## src/rtl/timer_pkg.sv

```systemverilog
// Shared defaults and helpers for the lap timer.
// Holds default parameter values and a constant-foldable clog2.
package timer_pkg;

    localparam int SEC_MOD_DEF  = 60;
    localparam int MIN_W_DEF    = 4;
    localparam int TICK_DIV_DEF = 1;

    // Number of bits needed to hold values 0..v-1.
    function automatic int clog2(input int v);
        int r;
        r = 0;
        for (int i = 0; i < 31; i++) begin
            if ((1 << i) < v) begin
                r = i + 1;
            end
        end
        return r;
    endfunction

endpackage

```

## src/rtl/tick_gen.sv

```systemverilog
// Prescaler: divides enabled clk cycles by TICK_DIV.
// Ports: clk, rst (async low), en, clr -> step (comb, one cycle).
module tick_gen
    import timer_pkg::*;
#(
    parameter int TICK_DIV = TICK_DIV_DEF
) (
    input  logic clk,
    input  logic rst,
    input  logic en,
    input  logic clr,
    output logic step
);

    localparam int PW = (TICK_DIV > 1) ? clog2(TICK_DIV) : 1;
    localparam logic [PW-1:0] LAST = PW'(TICK_DIV - 1);

    logic [PW-1:0] cnt;
    logic          at_last;

    assign at_last = (cnt == LAST);
    assign step    = en & ~clr & at_last;

    always_ff @(posedge clk or negedge rst) begin
        if (!rst) begin
            cnt <= '0;
        end else if (clr) begin
            cnt <= '0;
        end else if (en) begin
            cnt <= at_last ? '0 : cnt + PW'(1);
        end
    end

endmodule

```

## src/rtl/lap_timer.sv

```systemverilog
// Minutes:seconds up/down timer with prescaler, preload and lap capture.
// Ports: clk, rst, en, clr, up, load, load_min, load_sec, lap ->
//        count, lap_count, tick, expired, ovf.
module lap_timer
    import timer_pkg::*;
#(
    parameter  int SEC_MOD  = SEC_MOD_DEF,
    parameter  int MIN_W    = MIN_W_DEF,
    parameter  int TICK_DIV = TICK_DIV_DEF,
    localparam int SEC_W    = clog2(SEC_MOD)
) (
    input  logic                   clk,
    input  logic                   rst,
    input  logic                   en,
    input  logic                   clr,
    input  logic                   up,
    input  logic                   load,
    input  logic [MIN_W-1:0]       load_min,
    input  logic [SEC_W-1:0]       load_sec,
    input  logic                   lap,
    output logic [MIN_W+SEC_W-1:0] count,
    output logic [MIN_W+SEC_W-1:0] lap_count,
    output logic                   tick,
    output logic                   expired,
    output logic                   ovf
);

    localparam logic [SEC_W-1:0] SEC_MAX = SEC_W'(SEC_MOD - 1);
    localparam logic [SEC_W:0]   SEC_LIM = (SEC_W + 1)'(SEC_MOD);
    localparam logic [MIN_W-1:0] MIN_MAX = '1;

    logic [MIN_W-1:0]       min_q, min_n;
    logic [SEC_W-1:0]       sec_q, sec_n;
    logic [MIN_W+SEC_W-1:0] lap_q;
    logic                   tick_q, tick_n;
    logic                   exp_q, exp_n;
    logic                   ovf_q, ovf_n;
    logic                   step;

    // Load also restarts the prescaler, so it shares the clear path.
    tick_gen #(
        .TICK_DIV (TICK_DIV)
    ) u_tick_gen (
        .clk  (clk),
        .rst  (rst),
        .en   (en),
        .clr  (clr | load),
        .step (step)
    );

    always_comb begin
        min_n  = min_q;
        sec_n  = sec_q;
        tick_n = 1'b0;
        exp_n  = 1'b0;
        ovf_n  = ovf_q;
        if (clr) begin
            min_n = '0;
            sec_n = '0;
            ovf_n = 1'b0;
        end else if (load) begin
            min_n = load_min;
            sec_n = ({1'b0, load_sec} >= SEC_LIM) ? SEC_MAX : load_sec;
        end else if (step) begin
            if (up) begin
                tick_n = 1'b1;
                if (sec_q == SEC_MAX) begin
                    sec_n = '0;
                    if (min_q == MIN_MAX) begin
                        min_n = '0;
                        ovf_n = 1'b1;
                    end else begin
                        min_n = min_q + MIN_W'(1);
                    end
                end else begin
                    sec_n = sec_q + SEC_W'(1);
                end
            end else if (sec_q != '0) begin
                tick_n = 1'b1;
                sec_n  = sec_q - SEC_W'(1);
                exp_n  = (min_q == '0) && (sec_q == SEC_W'(1));
            end else if (min_q != '0) begin
                tick_n = 1'b1;
                sec_n  = SEC_MAX;
                min_n  = min_q - MIN_W'(1);
            end
            // Down at 0:00 holds silently.
        end
    end

    always_ff @(posedge clk or negedge rst) begin
        if (!rst) begin
            min_q  <= '0;
            sec_q  <= '0;
            lap_q  <= '0;
            tick_q <= 1'b0;
            exp_q  <= 1'b0;
            ovf_q  <= 1'b0;
        end else begin
            min_q  <= min_n;
            sec_q  <= sec_n;
            tick_q <= tick_n;
            exp_q  <= exp_n;
            ovf_q  <= ovf_n;
            // Captures the value before this edge's update.
            if (lap) begin
                lap_q <= {min_q, sec_q};
            end
        end
    end

    assign count     = {min_q, sec_q};
    assign lap_count = lap_q;
    assign tick      = tick_q;
    assign expired   = exp_q;
    assign ovf       = ovf_q;

endmodule

```

## config.mk

```make
export PLATFORM = sky130hd
export DESIGN_NAME = lap_timer
export DESIGN_NICKNAME = d
export VERILOG_FILES = /design/src/rtl/timer_pkg.sv /design/src/rtl/tick_gen.sv /design/src/rtl/lap_timer.sv
export SDC_FILE = /design/constraint.sdc
export NUM_CORES = 1
export LEC_CHECK = 0
export ABC_AREA = 1
export CORE_MARGIN = 5
export CORE_UTILIZATION = 35
export CTS_CLUSTER_DIAMETER = 80
export DETAILED_ROUTE_END_ITERATION = 7
export GPL_ROUTABILITY_DRIVEN = 1
export SLEW_MARGIN = 20
export SYNTH_ARGS = -nofsm -noshare
export SYNTH_HDL_FRONTEND = slang
export SYNTH_SLANG_ARGS = --single-unit
export TNS_END_PERCENT = 100
```

## constraint.sdc

```tcl
create_clock -name clk -period 4.5 [get_ports clk]
set_clock_uncertainty 0.15 [all_clocks]
set_input_delay 0.9 -clock clk [delete_from_list [all_inputs] [get_ports clk]]
set_output_delay 0.9 -clock clk [all_outputs]
set_load 0.01 [all_outputs]
```

== After elaboration in Yosys (flattened, before gate mapping) ==
Cells that the tools add are included.
W data, S select, Z words.

* Memory bits (writable): 0
* Register bits after elaboration: 24
* Bits in latches: 0
* Bits of input ports: 17
* Logic and storage cells: 75
* Output and inout port bits: 23
* Bits in read-only memories: 0
* Memories: 0

* Equal/unequal tests: 6
* Reductions and logical operators: 15
* Shift operators: 0
* Mux-type cells: 36
* Div/mod/pow operators: 0
* $lt $le $gt $ge: 1
* Bitwise operators: 5
* Multiply operators: 0
* $add $sub $neg: 5

{| class="wikitable"
|+ Operators by type and width
! kind !! count
|-
| $mux W6 || 8
|-
| $mux W4 || 8
|-
| $mux W1 || 20
|-
| $reduce_bool A2 Y1 || 5
|-
| $reduce_bool A4 Y1 || 2
|-
| $add A6 B1 Y6 const B || 1
|-
| $eq A6 B1 Y1 const B || 1
|-
| $eq A6 B6 Y1 const B || 1
|-
| $ge A6 B6 Y1 const B || 1
|-
| $reduce_bool A6 Y1 || 1
|-
| $sub A6 B1 Y6 const B || 1
|-
| $reduce_and A5 Y1 || 1
|-
| $reduce_bool A5 Y1 || 1
|-
| $add A4 B1 Y4 const B || 1
|-
| $eq A4 B4 Y1 const B || 1
|-
| $logic_not A4 Y1 || 1
|-
| $ne A4 B2 Y1 const B || 1
|-
| $ne A4 B4 Y1 const B || 1
|-
| $reduce_and A4 Y1 || 1
|-
| $sub A4 B1 Y4 const B || 1
|-
| $reduce_bool A3 Y1 || 1
|-
| $and A1 B1 Y1 || 2
|-
| $ne A2 B2 Y1 const B || 1
|-
| $not A1 Y1 || 2
|-
| other kinds (4) || 4
|}

== Longest topological paths before layout ==
* Depth in word-level cells: 7
* Mapped depth: 10

== Hierarchy ==
A second synthesis with hierarchy kept.

* Cells, all modules: 205
* Area, all modules: 1512.7 µm²

{| class="wikitable"
|+ Modules (own cells, without submodules)
! module !! instances !! cells each !! area an instance (µm²)
|-
| lap_timer || 1 || 203 || 1502.7
|-
| tick_gen || 1 || 2 || 10.0
|}

== Worst setup path after synthesis ==
Ideal clock, no wire load.

* Path kind: input-to-reg
* Start: input port load
* End: register sec_q[2]
* Required time: 4231 ps
* Slack: 2660 ps
* Buffers on the path: 0
* Cell stages on the path: 5
* Arrival: 1571 ps
* Cell sequence: nor2_8 -> nand4_4 -> o21ai_4 -> nand2_1 -> and2_1

* Longest elaborated chain between the ends: 6

{| class="wikitable"
|+ Ends and longest elaborated chain
! element !! RTL line !! source
|-
| from (decl) || lap_timer.sv:17 || <nowiki>input logic load,</nowiki>
|-
| $or A1 B1 Y1 || lap_timer.sv:47 || <nowiki>.clr (clr | load),</nowiki>
|-
| $not A1 Y1 || tick_gen.sv:22 || <nowiki>assign step = en & ~clr & at_last;</nowiki>
|-
| $and A1 B1 Y1 (2 in a row) || tick_gen.sv:22 ||
|-
| $reduce_bool A3 Y1 (no source line) || -- ||
|-
| $reduce_and A2 Y1 (no source line) || -- ||
|-
| to (signal assigned) || lap_timer.sv:101 || <nowiki>sec_q <= sec_n;</nowiki>
|-
| to (decl) || lap_timer.sv:33 || <nowiki>logic [SEC_W-1:0] sec_q, sec_n;</nowiki>
|}

Parallel ways exist; a longest one is shown, timed or not.
A chain may end at the register's enable or synchronous reset.

== Worst setup path in the final report ==
* Start: register sec_q[3]
* End: output port count[3]

{| class="wikitable"
|+ RTL lines
! element !! RTL line !! source
|-
| to (decl) || lap_timer.sv:21 || <nowiki>output logic [MIN_W+SEC_W-1:0] count,</nowiki>
|}

No word-level cell between the ends.

==> results.cfg <==
[status]
outcome = completed

[clock_network]
max-clock-path-buffers = 2
cts_max_level = 1
clkTransAtPathRegs_ns = 0.09
hold_buffers = 0
cts.sinks = 23
ctsResizeCount = 0
cts_tree = yes
cts-root-buf = clkbuf_8
cts_setup_buffers = 0
cts_buffers = 3
clkLatencyLatePin_ns = 0.26

[timing]
hold_viol = 0
slew_headroom_pct = 58.0
maxSlewViolCount = 0
rsz0062_at_grt = no
tightestPinTransition_ns = 0.627
setup_viol = 0
fin_crit_ns = 2.62
fmax_ghz = 0.382
finalCritPeriodShare_pct = 58.1
tns_ns = 0

[floorplan]
start_util_pct = 36.5
coreArea_um2 = 4410
io_pins = 40
die_w_um = 77.9
num_rows = 24
dieArea_um2 = 6070
die_h_um = 77.9

[route]
ant_nets = 0
post_drt_via_cell_ratio = 4.93
vias = 1478
wl_um = 4100
drtIter0Drc = 96
dr.pass1.iters = 4
drt-wirelength-per-cell_um = 13.7
drc_errors = 0

[synth]
ys.warnings.count = 0
syn_area_per_cell_um2 = 7.64
ys_ff_latch = 23
ys_types = 33
synthCells = 211
synthDominantCellAreaShare_pct = 35.7
seq_area_frac_synth_pct = 35.7
syn_nets = 234
syn_area_um2 = 1610
yosysTopAreaCell = dfrtp_1
synth_area_leaders = dfrtp_1 36%, nand2_1 9.1%, nor2_1 7.7%

[cells_and_area]
nets = 272
mostFrequentLayoutCells = 39 x nand2_1, 38 x clkdlybuf4s50_1, 33 x nor2_1
final_common_cell = nand2_1
drive_above_1_share_pct = 10.9
n_antenna_cell = 0
multi_input_area_um2 = 900
ff_latch_area_um2 = 576
area_growth_pct = 27.9
fillCellCount = 456

[setup_path]
slowest_stage = dfrtp_1
crit_chain = clkdlybuf4s50_1
critPathLaunchType = flop
crit_required_ns = 3.45
path_buf_inv = 1
critPathMaxStageDelay_ns = 0.67
worst-endpoint-arrival_ns = 1.57
cp-end-kind = output pin
path_max_fanout = 11
reg2reg_slack_ns = 2.57
path_class = reg2out
path_delay_family = flip-flops

[place]
routabilityCongestion = 0.862
dp.final_hpwl_um = 3200
port_buffers = 39

[global_route]
grt_pass1_vias = 1441
antenna_found_initial = 0
grtUsageTotal_pct = 14.2
grt_pass1_wl_um = 7060
grt_max_degree = 24
overflow = 0

[pwr]
total_power_uw = 637
power_leakage_uw = 0.000931
power_per_cell_area_nw_per_um2 = 309
vdd_drop_max_uv = 119

[min_path]
hp-class = reg2reg

[run]
drv_cap = 0
[area by class of cell]
| class | instances | area share (%) |
|---|---|---|
| clock buffers | 3 | 2.00 |
| clock inverters | 1 | 0.243 |
| inverters | 23 | 4.43 |
| multi-input cells | 159 | 43.6 |
| flip-flops and latches | 23 | 27.9 |
| well taps | 52 | 3.15 |
| repair buffers | 39 | 18.7 |
[registers in the layout, summed over array words and instances, names as in the netlist]
| name | count |
|---|---|
| expired | 1 |
| lap_count | 10 |
| min_q | 4 |
| ovf | 1 |
| sec_q | 6 |
| tick | 1 |
[synth_stat cells, drive strengths merged]
master / n
nand2: 41
nor2: 41
dfrtp: 23
inv: 23
nand3: 21
a21oi: 16
o21ai: 14
nand4: 7
buf: 6
ha: 6
xor2: 3
nand3b: 2
nor3: 2
a22oi: 1
and2: 1
mux2: 1
nor4: 1
o21a: 1
or2: 1
[path summary, 6_finish.rpt]
path                                               start                       end  depth (start not counted)
worst max-delay path                sec_q[3]$_DFFE_PN0P_                  count[3]                          1
worst min-delay path            lap_count[4]$_DFFE_PN0P_  lap_count[4]$_DFFE_PN0P_                          1
worst max register to register      min_q[0]$_DFFE_PN0P_      sec_q[2]$_DFFE_PN0P_                          8
worst min register to register  lap_count[4]$_DFFE_PN0P_  lap_count[4]$_DFFE_PN0P_                          1
max in group asynchronous                            rst  lap_count[6]$_DFFE_PN0P_                          1
min in group asynchronous                            rst         expired$_DFF_PN0_                          1
[cell families after synthesis]
kind of cell / share of synthesized area [%]
simple gates: 37.9
compound gates: 10.9
buf+inv: 8.53
flops: 35.7
fa+ha+maj: 4.65
xor+xnor: 1.63
mux: 0.698
[power by group]
group	switching, µW	total, µW	internal, µW
Sequential	37.2	270	233
Clock	69.1	131	61.8
Combinational	127	237	110
Total	233	637	405
[layer usage]
metal  part of all wire (%)  wire, µm  global-route usage [%]
met4                    1.0        41                    4.64
met5                      0         0                       0
met3                    4.6       189                    2.20
met2                     46      1900                    22.5
met1                     48      1960                    19.7
[through the flow]
step                util, %  worst slack, ns  area, µm²  instances  hold slack (ns)
global placement       45.8             1.86       2020        296            0.342
global route           46.7             1.79       2060        300            0.401
finish                 46.7             1.88       2060        300            0.361
floorplan                 -             2.66       1610        211            0.381
detailed placement     45.8             1.82       2020        296            0.347
CTS                    46.9             1.88       2070        300            0.369
Power figures use the tool's default switching activity.
